===== src/rtl/cdb_arbiter_pkg.sv =====
// Shared types and widths for the result-broadcast arbiter and its per-requester FIFOs.
// Latency: none (types, constants and a pure helper function only).
// Backpressure: not applicable.
package cdb_arbiter_pkg;

    // Widths match the existing tag/data/rdy broadcast fields seen by regfile and stations.
    localparam int TAG_W     = 4;
    localparam int DATA_W    = 32;
    localparam int N_REQ_DEF = 4;
    localparam int DEPTH_DEF = 2;

    // One completed result as stored in a requester FIFO and driven on the bus.
    typedef struct packed {
        logic [TAG_W-1:0]  tag;
        logic [DATA_W-1:0] data;
    } cdb_entry_t;

    // Round-robin successor of ptr in a ring of n slots.
    function automatic int rr_inc(input int ptr, input int n);
        return (ptr + 1 >= n) ? 0 : ptr + 1;
    endfunction

endpackage


===== src/rtl/cdb_arbiter_if.sv =====
// Requester push side plus the registered broadcast bus of the arbiter.
// Latency: wires only.
// Backpressure: req_ready per requester; the broadcast side has none.
interface cdb_arbiter_if
    import cdb_arbiter_pkg::*;
#(
    parameter int N_REQ = N_REQ_DEF
) ();

    logic [N_REQ-1:0]             req_valid;
    logic [N_REQ-1:0][TAG_W-1:0]  req_tag;
    logic [N_REQ-1:0][DATA_W-1:0] req_data;
    logic [N_REQ-1:0]             req_ready;

    logic                         cdb_rdy;
    logic [TAG_W-1:0]             cdb_tag;
    logic [DATA_W-1:0]            cdb_data;
    logic                         busy;

    // Functional-unit side: pushes results, observes the bus.
    modport master (
        output req_valid, req_tag, req_data,
        input  req_ready, cdb_rdy, cdb_tag, cdb_data, busy
    );

    // Arbiter side.
    modport slave (
        input  req_valid, req_tag, req_data,
        output req_ready, cdb_rdy, cdb_tag, cdb_data, busy
    );

endinterface


===== src/rtl/cdb_fifo.sv =====
// Small circular FIFO holding completed results of one functional unit.
// Latency: a push is visible at head/empty after one edge; no bypass.
// Backpressure: full is driven from the registered count only; clear wins over push/pop.
module cdb_fifo
    import cdb_arbiter_pkg::*;
#(
    parameter int DEPTH = DEPTH_DEF
) (
    input  logic       clk,
    input  logic       rst,
    input  logic       clear,
    input  logic       push,
    input  cdb_entry_t push_dat,
    input  logic       pop,
    output logic       empty,
    output logic       full,
    output cdb_entry_t head
);

    // DEPTH is a power of two, so pointer wrap is natural binary overflow.
    localparam int PW = (DEPTH > 1) ? $clog2(DEPTH) : 1;
    localparam int CW = $clog2(DEPTH + 1);

    cdb_entry_t      mem_q [DEPTH];
    cdb_entry_t      mem_d [DEPTH];
    logic [PW-1:0]   wr_ptr_q, wr_ptr_d;
    logic [PW-1:0]   rd_ptr_q, rd_ptr_d;
    logic [CW-1:0]   cnt_q, cnt_d;
    logic            do_push;
    logic            do_pop;

    assign empty   = (cnt_q == '0);
    assign full    = (cnt_q == CW'(DEPTH));
    assign head    = mem_q[rd_ptr_q];
    // Guarding here makes overflow/underflow impossible regardless of the caller.
    assign do_push = push & ~full;
    assign do_pop  = pop & ~empty;

    // Next-state for storage, pointers and occupancy.
    always_comb begin
        mem_d    = mem_q;
        wr_ptr_d = wr_ptr_q;
        rd_ptr_d = rd_ptr_q;
        cnt_d    = cnt_q;
        if (clear) begin
            wr_ptr_d = '0;
            rd_ptr_d = '0;
            cnt_d    = '0;
        end else begin
            if (do_push) begin
                mem_d[wr_ptr_q] = push_dat;
                wr_ptr_d        = wr_ptr_q + 1'b1;
            end
            if (do_pop) begin
                rd_ptr_d = rd_ptr_q + 1'b1;
            end
            case ({do_push, do_pop})
                2'b10:   cnt_d = cnt_q + 1'b1;
                2'b01:   cnt_d = cnt_q - 1'b1;
                default: cnt_d = cnt_q;
            endcase
        end
    end

    // State registers with asynchronous active-low reset.
    always_ff @(posedge clk or negedge rst) begin
        if (!rst) begin
            for (int i = 0; i < DEPTH; i++) begin
                mem_q[i] <= '0;
            end
            wr_ptr_q <= '0;
            rd_ptr_q <= '0;
            cnt_q    <= '0;
        end else begin
            mem_q    <= mem_d;
            wr_ptr_q <= wr_ptr_d;
            rd_ptr_q <= rd_ptr_d;
            cnt_q    <= cnt_d;
        end
    end

endmodule


===== src/rtl/cdb_arbiter.sv =====
// Round-robin share of the single result-broadcast bus among N_REQ functional units.
// Latency: push at edge E, earliest broadcast registered at edge E+1; one result per cycle total.
// Backpressure: req_ready[i] = FIFO i not full (registered); the bus is always consumed.
module cdb_arbiter
    import cdb_arbiter_pkg::*;
#(
    parameter int N_REQ = N_REQ_DEF,
    parameter int DEPTH = DEPTH_DEF
) (
    input  logic                clk,
    input  logic                rst,
    input  logic                flush,
    cdb_arbiter_if.slave        bus
);

    localparam int PTR_W = (N_REQ > 1) ? $clog2(N_REQ) : 1;

    logic [N_REQ-1:0]  fifo_empty;
    logic [N_REQ-1:0]  fifo_full;
    logic [N_REQ-1:0]  fifo_push;
    logic [N_REQ-1:0]  fifo_pop;
    cdb_entry_t        fifo_head [N_REQ];
    cdb_entry_t        push_dat  [N_REQ];

    logic [PTR_W-1:0]  rr_ptr_q, rr_ptr_d;
    logic              cdb_rdy_q, cdb_rdy_d;
    cdb_entry_t        cdb_ent_q, cdb_ent_d;

    logic              win_vld;
    logic [PTR_W-1:0]  win_idx;

    for (genvar i = 0; i < N_REQ; i++) begin : g_fifo
        assign push_dat[i]  = {bus.req_tag[i], bus.req_data[i]};
        // Pushes presented during a flush are dropped.
        assign fifo_push[i] = bus.req_valid[i] & ~fifo_full[i] & ~flush;

        cdb_fifo #(
            .DEPTH (DEPTH)
        ) u_fifo (
            .clk      (clk),
            .rst      (rst),
            .clear    (flush),
            .push     (fifo_push[i]),
            .push_dat (push_dat[i]),
            .pop      (fifo_pop[i]),
            .empty    (fifo_empty[i]),
            .full     (fifo_full[i]),
            .head     (fifo_head[i])
        );
    end

    // Ready looks at registered occupancy only, never at this cycle's pop.
    assign bus.req_ready = ~fifo_full;

    // Find-first non-empty FIFO scanning from rr_ptr upward, wrapping mod N_REQ.
    always_comb begin
        win_vld = 1'b0;
        win_idx = '0;
        for (int k = 0; k < N_REQ; k++) begin
            logic [PTR_W-1:0] cand;
            cand = PTR_W'((int'(rr_ptr_q) + k) % N_REQ);
            if (!win_vld && !fifo_empty[cand]) begin
                win_vld = 1'b1;
                win_idx = cand;
            end
        end
    end

    // One-hot pop of the winner's head; suppressed while flushing.
    always_comb begin
        fifo_pop = '0;
        for (int i = 0; i < N_REQ; i++) begin
            fifo_pop[i] = win_vld && !flush && (win_idx == PTR_W'(i));
        end
    end

    // Next broadcast and pointer; tag/data hold their last value when idle or flushing.
    always_comb begin
        rr_ptr_d  = rr_ptr_q;
        cdb_rdy_d = 1'b0;
        cdb_ent_d = cdb_ent_q;
        if (flush) begin
            rr_ptr_d = '0;
        end else if (win_vld) begin
            cdb_rdy_d = 1'b1;
            cdb_ent_d = fifo_head[win_idx];
            rr_ptr_d  = PTR_W'(rr_inc(int'(win_idx), N_REQ));
        end
    end

    // Registered broadcast bus and round-robin pointer.
    always_ff @(posedge clk or negedge rst) begin
        if (!rst) begin
            rr_ptr_q  <= '0;
            cdb_rdy_q <= 1'b0;
            cdb_ent_q <= '0;
        end else begin
            rr_ptr_q  <= rr_ptr_d;
            cdb_rdy_q <= cdb_rdy_d;
            cdb_ent_q <= cdb_ent_d;
        end
    end

    assign bus.cdb_rdy  = cdb_rdy_q;
    assign bus.cdb_tag  = cdb_ent_q.tag;
    assign bus.cdb_data = cdb_ent_q.data;
    assign bus.busy     = cdb_rdy_q | ~(&fifo_empty);

endmodule


===== src/flat_wrapper.sv =====
// flat-port wrapper written by rule: the top's interface ports become plain ports
module cdb_arbiter_flat import cdb_arbiter_pkg::*;
#(
    parameter int N_REQ = N_REQ_DEF,
    parameter int DEPTH = DEPTH_DEF
)
  (clk, rst, flush, bus_req_valid, bus_req_tag, bus_req_data, bus_req_ready, bus_cdb_rdy, bus_cdb_tag, bus_cdb_data, bus_busy);
  cdb_arbiter_if #(.N_REQ(N_REQ)) bus_i ();
  input  logic clk;
  input  logic rst;
  input  logic flush;
  input wire logic [$bits(bus_i.req_valid)-1:0] bus_req_valid;
  input wire logic [$bits(bus_i.req_tag)-1:0] bus_req_tag;
  input wire logic [$bits(bus_i.req_data)-1:0] bus_req_data;
  output wire logic [$bits(bus_i.req_ready)-1:0] bus_req_ready;
  output wire logic [$bits(bus_i.cdb_rdy)-1:0] bus_cdb_rdy;
  output wire logic [$bits(bus_i.cdb_tag)-1:0] bus_cdb_tag;
  output wire logic [$bits(bus_i.cdb_data)-1:0] bus_cdb_data;
  output wire logic [$bits(bus_i.busy)-1:0] bus_busy;
  assign bus_i.req_valid = bus_req_valid;
  assign bus_i.req_tag = bus_req_tag;
  assign bus_i.req_data = bus_req_data;
  assign bus_req_ready = bus_i.req_ready;
  assign bus_cdb_rdy = bus_i.cdb_rdy;
  assign bus_cdb_tag = bus_i.cdb_tag;
  assign bus_cdb_data = bus_i.cdb_data;
  assign bus_busy = bus_i.busy;
  cdb_arbiter #(.N_REQ(N_REQ), .DEPTH(DEPTH)) u_core (.clk(clk), .rst(rst), .flush(flush), .bus(bus_i));
endmodule

===== config.mk =====
export PLATFORM = sky130hd
export DESIGN_NAME = cdb_arbiter_flat
export DESIGN_NICKNAME = d
export VERILOG_FILES = /design/src/rtl/cdb_arbiter_pkg.sv /design/src/rtl/cdb_arbiter_if.sv /design/src/rtl/cdb_fifo.sv /design/src/rtl/cdb_arbiter.sv /design/src/flat_wrapper.sv
export SDC_FILE = /design/constraint.sdc
export NUM_CORES = 1
export LEC_CHECK = 0
export BUFFER_PORTS_ARGS = -buffer_cell sky130_fd_sc_hd__buf_2
export CORE_ASPECT_RATIO = 1.75
export CORE_UTILIZATION = 43
export CTS_BUF_LIST = sky130_fd_sc_hd__clkbuf_8
export CTS_CLUSTER_DIAMETER = 200
export CTS_CLUSTER_SIZE = 28
export DETAILED_ROUTE_END_ITERATION = 8
export GPL_TIMING_DRIVEN = 0
export PLACE_DENSITY = 0.73
export SLEW_MARGIN = 20
export SYNTH_ARGS = -nofsm -noshare
export SYNTH_HDL_FRONTEND = slang
export SYNTH_SLANG_ARGS = --single-unit

===== constraint.sdc =====
create_clock -name clk -period 3.3 [get_ports clk]
set_clock_uncertainty 0.1 [all_clocks]
set_input_delay 0.33 -clock clk [delete_from_list [all_inputs] [get_ports clk]]
set_output_delay 0.33 -clock clk [all_outputs]
set_load 0.02 [all_outputs]

==> impl_metrics.json, run 1 <==
{
  "cts_tree": "done",
  "fill_cells": 3038,
  "p_leak_nw": 8.209,
  "post_cts_resized": 0,
  "drt_wl_total_microns": 41620,
  "path_clk_slew_ns": 0.17,
  "syn-num-nets": 1271,
  "firstDrtPassIters": 5,
  "period_share_pct": 88.67,
  "ys_ff_latch": 343,
  "hold_viol": 0,
  "sequentialPowerShare_pct": 41.4,
  "cts_root_buf": "clkbuf_8",
  "start_util_pct": 43.71,
  "yosysSeqAreaShare_pct": 54.51,
  "drive_gt1_share_pct": 40.61,
  "setup_violations": 0,
  "cts_buffer_depth": 3,
  "outcome": "finished clean",
  "io_pins": 193,
  "synthTopCellsByCount": "343 x dfrtp_1, 324 x mux2_2, 145 x mux2i_1",
  "fp-row-count": 92,
  "worstMarginPinSlew_ns": 0.8891,
  "cp_data_required_time_ns": 3.73,
  "antenna_found_initial": 4,
  "numCtsBuffers": 16,
  "max_freq_mhz": 341.8,
  "via_per_inst": 5.405,
  "final_nets": 1632,
  "cp_max_fo": 10,
  "slew_headroom_pct": 40.73,
  "insertion_delay_ns": 0.59,
  "p_int_mw": 10.46,
  "seq_area_sq_um": 8583,
  "power_mw": 17.10,
  "areaGrowthSynthToFinish_pct": 21.60,
  "gp_routability_congestion": 0.8771,
  "hold_path.class": "primary input to asynchronous set/reset pin",
  "multi_input_area_sq_um": 6721,
  "grt_pass1_wl_microns": 64470,
  "ant_nets": 0,
  "combPwrFrac_pct": 48.3,
  "swShare_pct": 38.85,
  "grt-ovfl-total": 0,
  "cap_violations": 0,
  "grt_max_degree": 96,
  "grt_pass1_vias": 11670,
  "dpl.hpwl_microns": 31410,
  "yosysWarnings": 0,
  "port_buffers": 191,
  "setup_ws_ns": 0.3739,
  "synth_top_cell_area_share_pct": 54.51,
  "end_kind": "flop",
  "p_clk_share_pct": 10.3,
  "drt_iter0_drc": 486,
  "cellPowerDensity_nw_per_um2": 893.0,
  "async_reset_ff_share_pct": 100.0,
  "route.vias.total": 10560,
  "final_max_slew_viol_count": 0,
  "coreArea_sq_um": 36030,
  "clock_sinks": 343,
  "ys_top_cells_by_area": "dfrtp_1 55%, mux2_2 23%, mux2i_1 9.2%",
  "min_period_ns": 2.926,
  "synth.most_common_cell": "dfrtp_1",
  "htreeDepth": 1,
  "ys_types": 52,
  "power_switching_mw": 6.643,
  "syn_area_sq_um": 15750,
  "die_h_microns": 255.2,
  "syn_inst": 1119,
  "avgSynthCellArea_sq_um": 14.07,
  "drc": 0,
  "path_class": "flop to flop",
  "die-width_microns": 146.7,
  "yosys_most_used_dff": "dfrtp_1",
  "irDropWorstVdd_mv": 0.4217,
  "routedWlPerCell_microns": 21.30,
  "post-place-ws_ns": 0.4321,
  "die_area_sq_um": 37420,
  "crit_path_start_kind": "flop",
  "crit_arrival_ns": 3.36,
  "synth_top_area_cell": "dfrtp_1",
  "grt_setup_unrepaired": "no",
  "holdWs_ns": 0.2129,
  "grtUsageTotal_pct": 22.44,
  "synth_edf_count": 0
}
## final cells by class
type                    count  share of cell area [%]
clock buffers              17                   1.222
plain buffers              75                   2.143
diodes                      4                 0.05227
well taps                 470                   3.071
multi-input cells         693                   35.10
clock inverters             1                  0.1568
repair buffers            343                   13.26
flip-flops and latches    343                   44.82
inverters                   8                  0.1699
## stage by stage
step / util, % / setup TNS [ns] / area, sq um / instances
2_1_floorplan: - / 0 / 15750 / 1119
3_3_place_gp: 47.99 / -1497.32 / 17290 / 1780
3_5_place_dp: 48.25 / 0 / 17380 / 1783
4_1_cts: 53.12 / 0 / 19140 / 1950
5_1_grt: 53.15 / 0 / 19150 / 1954
6_report: 53.15 / 0 / 19150 / 1954
## critical path, cell delays in order, from the launching register on
cell and delay (ns):
dfrtp_1 0.50, o21a_4 0.27, o21ai_1 0.32, clkbuf_1 0.61
a31oi_1 0.19, a211oi_1 0.68, a221o_1 0.21
## registers in the layout (all words and copies together) (netlist names)
register and count:
u_core.g_fifo.u_fifo.wr_ptr_q 4, u_core.bus.cdb_data 32, u_core.bus.cdb_tag 4, u_core.g_fifo.u_fifo.mem_q 288
u_core.rr_ptr_q 2, u_core.g_fifo.u_fifo.rd_ptr_q 4, u_core.g_fifo.u_fifo.cnt_q 8, u_core.bus.cdb_rdy 1
## final timing paths
kind	startpoint	endpoint	slack, ns	depth (start not counted)
max	u_core.g_fifo[0].u_fifo.cnt_q[1]	u_core.bus.cdb_data[15]	0.37	6
min	rst	u_core.g_fifo[0].u_fifo.mem_q[10]	0.21	2
max reg2reg	u_core.g_fifo[0].u_fifo.cnt_q[1]	u_core.bus.cdb_data[15]	0.37	6
min reg2reg	u_core.g_fifo[0].u_fifo.mem_q[4]	u_core.g_fifo[0].u_fifo.mem_q[4]	0.42	1
max in group asynchronous	rst	u_core.g_fifo[2].u_fifo.mem_q[24]	1.55	4
min in group clk	bus_req_data[1]	u_core.g_fifo[0].u_fifo.mem_q[1]	0.42	3
## placed cells by master (no fill, tap or decap), drive strengths merged, types with 2 or more instances in the layout
cell type / instances
a211o: 2
a211oi: 37
a21oi: 5
a221o: 38
a31oi: 33
buf: 243
clkbuf: 43
dfrtp: 343
diode: 4
dlygate4sd3: 149
inv: 8
mux2: 324
mux2i: 145
nand2: 13
nand2b: 7
nand3: 6
nand4: 4
nor2: 21
nor2b: 2
nor3: 9
nor3b: 2
nor4: 9
o2111ai: 2
o21a: 4
o21ai: 6
o21bai: 2
o31ai: 2
or2: 5
or4: 2
xor2: 6
## power by group through the flow
stage | clock [mW] | combinational, mW | sequential (mW)
final | 1.77 | 8.25 | 7.08
after global routing | 1.94 | 8.85 | 7.29
after CTS | 1.82 | 8.26 | 7.04
after detailed placement | 0 | 8.08 | 7.15
after global placement | 0 | 7.89 | 7.03
after floorplan | 0 | 5.60 | 7.11
## metal layers
metal | vias up | wire [microns] | GRT usage (%) | share of wire [%]
met4 | 0 | 2206 | 12.92 | 5.3
met3 | 99 | 1194 | 2.139 | 2.9
met5 | - | 0 | 0 | 0
met1 | 5350 | 16180 | 25.21 | 39
met2 | 239 | 22040 | 41.31 | 53
li1 | 4874 | - | - | -
## kinds of logic (layout without fill, tap and decap cells)
logic type | after synthesis | after routing | synth area share, %
AO/OA/AOI/OAI | 135 | 135 | 6.952
flip-flops | 343 | 343 | 54.50
adder cells (fa/ha/maj) | 1 | 1 | 0.07944
other | 0 | 4 | 0
buffers and inverters | 83 | 444 | 2.813
multiplexers | 469 | 469 | 32.39
AND/OR/NAND/NOR | 82 | 82 | 2.932
XOR/XNOR | 6 | 6 | 0.3337
## what timing repair did
action | in CTS | in global routing
setup buffers | 0 | 0
hold buffers | 149 | 0
hold endpoints to repair | 376 | 0
No activity file was read; power rests on OpenSTA's default activity.
==> inputs of run 2 (changes only) <==
- clock period: 3.3 -> 2.7 ns (I/O delays scaled with it)
==> run 2 against run 1 <==
  * Critical path depth did not move
  * Global-route usage is essentially flat
  * Count of clock-buffer cells in the layout is the same
  * Maximum frequency increased by 13%
  * Register-to-register slack worse by 0.27 ns
  * Setup slack lost 0.27 ns
  * Final cell count increased by 0.10%
  * Sequential power up 22%
  * Non-clock buffer count grew 2
  * Utilization rose by 0.11 points
  * Total power increased by 23%
  * Sequential cell count stayed put
  * Largest power group unchanged
==> impl_metrics.json, run 2 (same netlist as run 1, synthesis figures left out) <==
{
  "period_share_pct": 96.22,
  "multi_input_area_sq_um": 6736,
  "routedWlPerCell_microns": 21.30,
  "holdWs_ns": 0.1513,
  "drc": 0,
  "utilization_pct": 53.26,
  "slew_headroom_pct": 40.92,
  "cts_root_buf": "clkbuf_8",
  "drt_iter0_drc": 479,
  "fill_cells": 3037,
  "use_met1_pct": 25.21,
  "path_cells": "nor2b_1, o21ai_2, clkbuf_1, a31oi_1, a211oi_1, a221o_1",
  "grtUsageTotal_pct": 22.46,
  "min_period_ns": 2.598,
  "coreArea_sq_um": 36030,
  "irDropWorstVdd_mv": 0.5160,
  "max_freq_mhz": 384.9,
  "ant_nets": 0,
  "dpl.hpwl_microns": 31410,
  "die_h_microns": 255.2,
  "end_kind": "flop",
  "grt-ovfl-total": 0,
  "crit_path_start_kind": "flop",
  "firstDrtPassIters": 7,
  "cp_max_fo": 10,
  "final_common_cell": "dfrtp_1",
  "fp-row-count": 92,
  "start_util_pct": 43.71,
  "areaGrowthSynthToFinish_pct": 21.85,
  "slowest_stage": "dfrtp_1",
  "power_mw": 20.98,
  "crit_buf_inv": 1,
  "final_nets": 1634,
  "p_leak_nw": 8.241,
  "die_area_sq_um": 37420,
  "path_clk_slew_ns": 0.16,
  "setup_ws_ns": 0.1022,
  "die-width_microns": 146.7,
  "worstMarginPinSlew_ns": 0.8861,
  "drive_gt1_share_pct": 41.43,
  "post-place-ws_ns": -0.1679,
  "cap_violations": 0,
  "path_delay_family": "compound AO/OA/AOI/OAI gates",
  "place_inst": 1783,
  "r2r_cells": 6,
  "met2_usage_pct": 41.38,
  "insertion_delay_ns": 0.59,
  "final_cell_mix": "343 x dfrtp_1, 324 x mux2_2, 225 x buf_2",
  "cts_tree": "done",
  "outcome": "finished clean",
  "busiest_layer": "met2",
  "via_per_inst": 5.443,
  "crit_arrival_ns": 3.03,
  "hold_viol": 0,
  "path_class": "flop to flop",
  "cellPowerDensity_nw_per_um2": 1093,
  "route.vias.total": 10650,
  "numCtsBuffers": 16,
  "use_met3_pct": 2.139,
  "port_buffers": 191,
  "regMostFlops": "u_core.g_fifo.u_fifo.mem_q",
  "cp.depth": 6,
  "final_max_slew_viol_count": 0,
  "antenna_found_initial": 4,
  "cp_data_required_time_ns": 3.13,
  "cts_buffer_depth": 3,
  "grt_pass1_wl_microns": 64570,
  "grt_setup_unrepaired": "no",
  "gp_routability_congestion": 0.8771,
  "seq_area_sq_um": 8583,
  "htreeDepth": 1,
  "grt_pass1_vias": 11700,
  "hold_path.class": "primary input to asynchronous set/reset pin",
  "drt_wl_total_microns": 41660,
  "stdcell_count": 1956,
  "io_pins": 193,
  "grt_max_degree": 96,
  "critPathMaxStageDelay_ns": 0.50,
  "setup_violations": 0,
  "clock_sinks": 343,
  "largest_register_ffs": 288
}
[run 2: power by group]
group / switching [mW] / leakage [nW] / internal [mW] / total, mW
clock: 1.56 / 0.134 / 0.600 / 2.16
sequential: 1.24 / 4.11 / 7.41 / 8.65
combinational: 5.35 / 3.99 / 4.82 / 10.2
[run 2: per-stage QoR]
step	setup TNS, ns	instance area [sq um]
floorplan	0	15750
global placement	-1682.68	17290
detailed placement	-0.1679	17380
CTS	0	19160
global route	0	19190
finish	0	19190
[run 2: per-layer routing]
metal  part of all wire (%)  vias to the layer above
met4                    5.4                        0
li1                       -                     4885
met2                     53                      259
met3                    3.1                      103
met1                     39                     5399
met5                      0                        -
[run 2: path summary, 6_finish.rpt]
check	start	end	slack, ns
min in group clk	bus_req_data[58]	u_core.g_fifo[1].u_fifo.mem_q[62]	0.36
worst max register to register	u_core.rr_ptr_q[1]	u_core.bus.cdb_data[13]	0.10
worst min-delay path	rst	u_core.g_fifo[0].u_fifo.mem_q[10]	0.15
worst max-delay path	u_core.rr_ptr_q[1]	u_core.bus.cdb_data[13]	0.10
max in group asynchronous	rst	u_core.g_fifo[1].u_fifo.mem_q[61]	1.03
worst min register to register	u_core.g_fifo[0].u_fifo.mem_q[4]	u_core.g_fifo[0].u_fifo.mem_q[4]	0.42
[run 2: repair_timing]
item | CTS | global route
setup buffers | 2 | 0
resized for setup | 2 | 15
gates cloned | 0 | 0
hold endpoints to repair | 376 | 0
pin swaps | 1 | 0
hold buffers | 149 | 0
setup endpoints to repair | 4 | 14
[run 2: cell type report]
cell class / count / share of cell area (%)
antenna: 4 / 0.05216
buffer: 75 / 2.184
clock buffer: 17 / 1.219
clock inverter: 1 / 0.1565
inverter: 8 / 0.1695
multi-input combinational: 693 / 35.11
sequential: 343 / 44.73
tap: 470 / 3.065
timing repair buffer: 345 / 13.32
==> inputs of run 3 (changes only) <==
- CORE_ASPECT_RATIO: 1.75 -> not set
- RECOVER_POWER: not set -> 100
==> run 3 against run 2 <==
  * The flow now finishes with violations (design-rule violations, max-capacitance violations, max-slew violations)
  * Clock power about the same
  * Final cell count decreased by 0.61%
  * Register-to-register slack improved by 0.02 ns
  * Routed wire length decreased by 1.1%
  * Critical path depth increased by 5
  * Global-route usage about the same
  * Sequential cell count unchanged
  * Setup slack improved by 0.016 ns
  * Non-clock buffer count unchanged
  * Count of clock-buffer cells in the layout unchanged
  * Maximum frequency increased by 0.62%
  * Critical endpoint is now u_core.g_fifo[2].u_fifo.cnt_q[1]
==> impl_metrics.json, run 3 (same netlist as run 1, synthesis figures left out) <==
{
  "htreeDepth": 1,
  "seq_area_sq_um": 8583,
  "final_nets": 1634,
  "firstDrtPassIters": 9,
  "grt_max_degree": 106,
  "cp_max_fo": 10,
  "drt_wl_total_microns": 41220,
  "path_class": "flop to flop",
  "critPathMaxStageDelay_ns": 0.42,
  "outcome": "finished, violations left",
  "port_buffers": 191,
  "drive_gt1_share_pct": 37.99,
  "multi_input_area_sq_um": 6733,
  "min_period_ns": 2.582,
  "violations": "design-rule violations, max-capacitance violations, max-slew violations",
  "hold_viol": 0,
  "cts_root_buf": "clkbuf_8",
  "hold_path.class": "primary input to flop",
  "final_max_slew_viol_count": 61,
  "die_area_sq_um": 37390,
  "irDropWorstVdd_mv": 0.6379,
  "setup_violations": 0,
  "path_cells": "buf_6, o21a_4, o311a_4, or2_4, inv_1, buf_4, ha_1, nor2b_1, nand3_1, o21ai_0, nor3_1",
  "cp-startpoint": "u_core.g_fifo[0].u_fifo.cnt_q[0]",
  "min_from": "bus_req_data[59]",
  "period_share_pct": 95.63,
  "die_h_microns": 193.4,
  "max_freq_mhz": 387.3,
  "p_int_mw": 12.71,
  "p_leak_nw": 8.092,
  "busiest_layer": "met2",
  "crit_arrival_ns": 2.99,
  "met2_usage_pct": 38.24,
  "cts_buffer_depth": 3,
  "drc": 15,
  "grt-ovfl-total": 0,
  "largest_register_ffs": 288,
  "fp-row-count": 69,
  "slowest_stage": "dfrtp_1",
  "final_common_cell": "dfrtp_1",
  "utilization_pct": 53.23,
  "stdcell_count": 1944,
  "path_clk_slew_ns": 0.17,
  "drt_iter0_drc": 769,
  "die-width_microns": 193.4,
  "use_met1_pct": 29.89,
  "crit_path_start_kind": "flop",
  "r2r_start": "u_core.g_fifo[0].u_fifo.cnt_q[0]",
  "worstMarginPinSlew_ns": 1.640,
  "start_util_pct": 43.95,
  "crit_buf_inv": 3,
  "grt_setup_unrepaired": "no",
  "cts_tree": "done",
  "use_met3_pct": 4.358,
  "path_delay_family": "compound AO/OA/AOI/OAI gates",
  "dpl.hpwl_microns": 30520,
  "coreArea_sq_um": 35830,
  "gp_routability_congestion": 0.8952,
  "cap_violations": 1,
  "fill_cells": 3081,
  "grt_pass1_vias": 11690,
  "ant_nets": 0,
  "routedWlPerCell_microns": 21.20,
  "io_pins": 193,
  "sequentialPowerShare_pct": 41.5,
  "end_kind": "flop",
  "power_switching_mw": 8.139,
  "swShare_pct": 39.04,
  "final_cell_mix": "343 x dfrtp_1, 324 x mux2_2, 159 x buf_2",
  "cp_data_required_time_ns": 3.11,
  "place_inst": 1774,
  "grtUsageTotal_pct": 22.42,
  "slew_headroom_pct": -9.336,
  "via_per_inst": 5.559,
  "insertion_delay_ns": 0.58,
  "clock_sinks": 343,
  "areaGrowthSynthToFinish_pct": 21.11,
  "combPwrFrac_pct": 48.2,
  "route.vias.total": 10810,
  "numCtsBuffers": 16,
  "p_clk_share_pct": 10.3,
  "cellPowerDensity_nw_per_um2": 1093,
  "grt_pass1_wl_microns": 65580,
  "regMostFlops": "u_core.g_fifo.u_fifo.mem_q",
  "antenna_found_initial": 1
}
run 3: changes by cell type in the layout (fill, tap and decap cells not counted), moves of 2 or more:
| cell | previous run | this run |
|---|---|---|
| a211oi_2 | 2 | 0 |
| buf_2 | 225 | 159 |
| clkbuf_1 | 19 | 67 |
| diode_2 | 4 | 1 |
| clkbuf_2 | 7 | 29 |
| buf_4 | 6 | 3 |
| a211oi_1 | 35 | 37 |
run 3: layer usage:
metal / share of wire (%) / routed length [microns] / vias to the layer above
met5: 0 / 0 / -
met4: 1.8 / 750 / 0
met1: 44 / 17940 / 5560
li1: - / - / 4881
met2: 48 / 19800 / 320
met3: 6.6 / 2726 / 45
run 3: final cells by class:
| cell class | count | area share, % |
|---|---|---|
| diodes | 1 | 0.01312 |
| flip-flops and latches | 343 | 45.00 |
| multi-input cells | 693 | 35.30 |
| clock inverters | 1 | 0.1574 |
| well taps | 461 | 3.024 |
| clock buffers | 17 | 1.227 |
| plain buffers | 75 | 2.152 |
| inverters | 8 | 0.1706 |
| repair buffers | 345 | 12.95 |
run 3: worst paths after layout:
kind,endpoint,slack (ns),depth (start not counted)
max,u_core.g_fifo[2].u_fifo.cnt_q[1],0.12,11
min,u_core.g_fifo[1].u_fifo.mem_q[63],0.35,3
max reg2reg,u_core.g_fifo[2].u_fifo.cnt_q[1],0.12,11
min reg2reg,u_core.g_fifo[0].u_fifo.mem_q[30],0.41,1
max in group asynchronous,u_core.g_fifo[3].u_fifo.mem_q[24],0.45,3
min in group asynchronous,u_core.g_fifo[1].u_fifo.mem_q[3],0.54,2
run 3: power groups by stage:
stage	combinational (mW)	clock, mW	sequential, mW
after floorplan	6.84	0	8.69
after global placement	9.73	0	8.59
after detailed placement	9.96	0	8.74
after CTS	10.2	2.22	8.61
after global routing	10.8	2.40	8.93
final	10.0	2.16	8.65
run 3: repair_timing:
item / in CTS / in global routing
hold buffers: 149 / 0
cloned: 0 / 0
endpoints found under the setup margin: 9 / 13
endpoints found under the hold margin: 355 / 0
resized for setup: 0 / 12
setup buffers: 2 / 0
pin swaps: 1 / 0
run 3: stage by stage:
stage | setup slack (ns) | power [mW] | hold slack (ns) | setup TNS (ns) | instance area, sq um
final | 0.1181 | 20.85 | 0.3520 | 0 | 19070
after global routing | 0.003742 | 22.14 | 0.3374 | 0 | 19070
after CTS | 0.1235 | 21.03 | 0.1145 | 0 | 19140
after detailed placement | -0.007693 | 18.70 | 0.1554 | -0.008811 | 17370
after global placement | -5.109 | 18.31 | 0.3821 | -1743.41 | 17280
after floorplan | 0.4125 | 15.53 | -0.1256 | 0 | 15750
run 3: worst reg2reg max path, cell delays in order, from the launching register on:
cell	delay, ns
dfrtp_1	0.42
buf_6	0.14
o21a_4	0.21
o311a_4	0.37
or2_4	0.29
inv_1	0.10
buf_4	0.20
ha_1	0.28
nor2b_1	0.09
nand3_1	0.08
o21ai_0	0.08
nor3_1	0.16
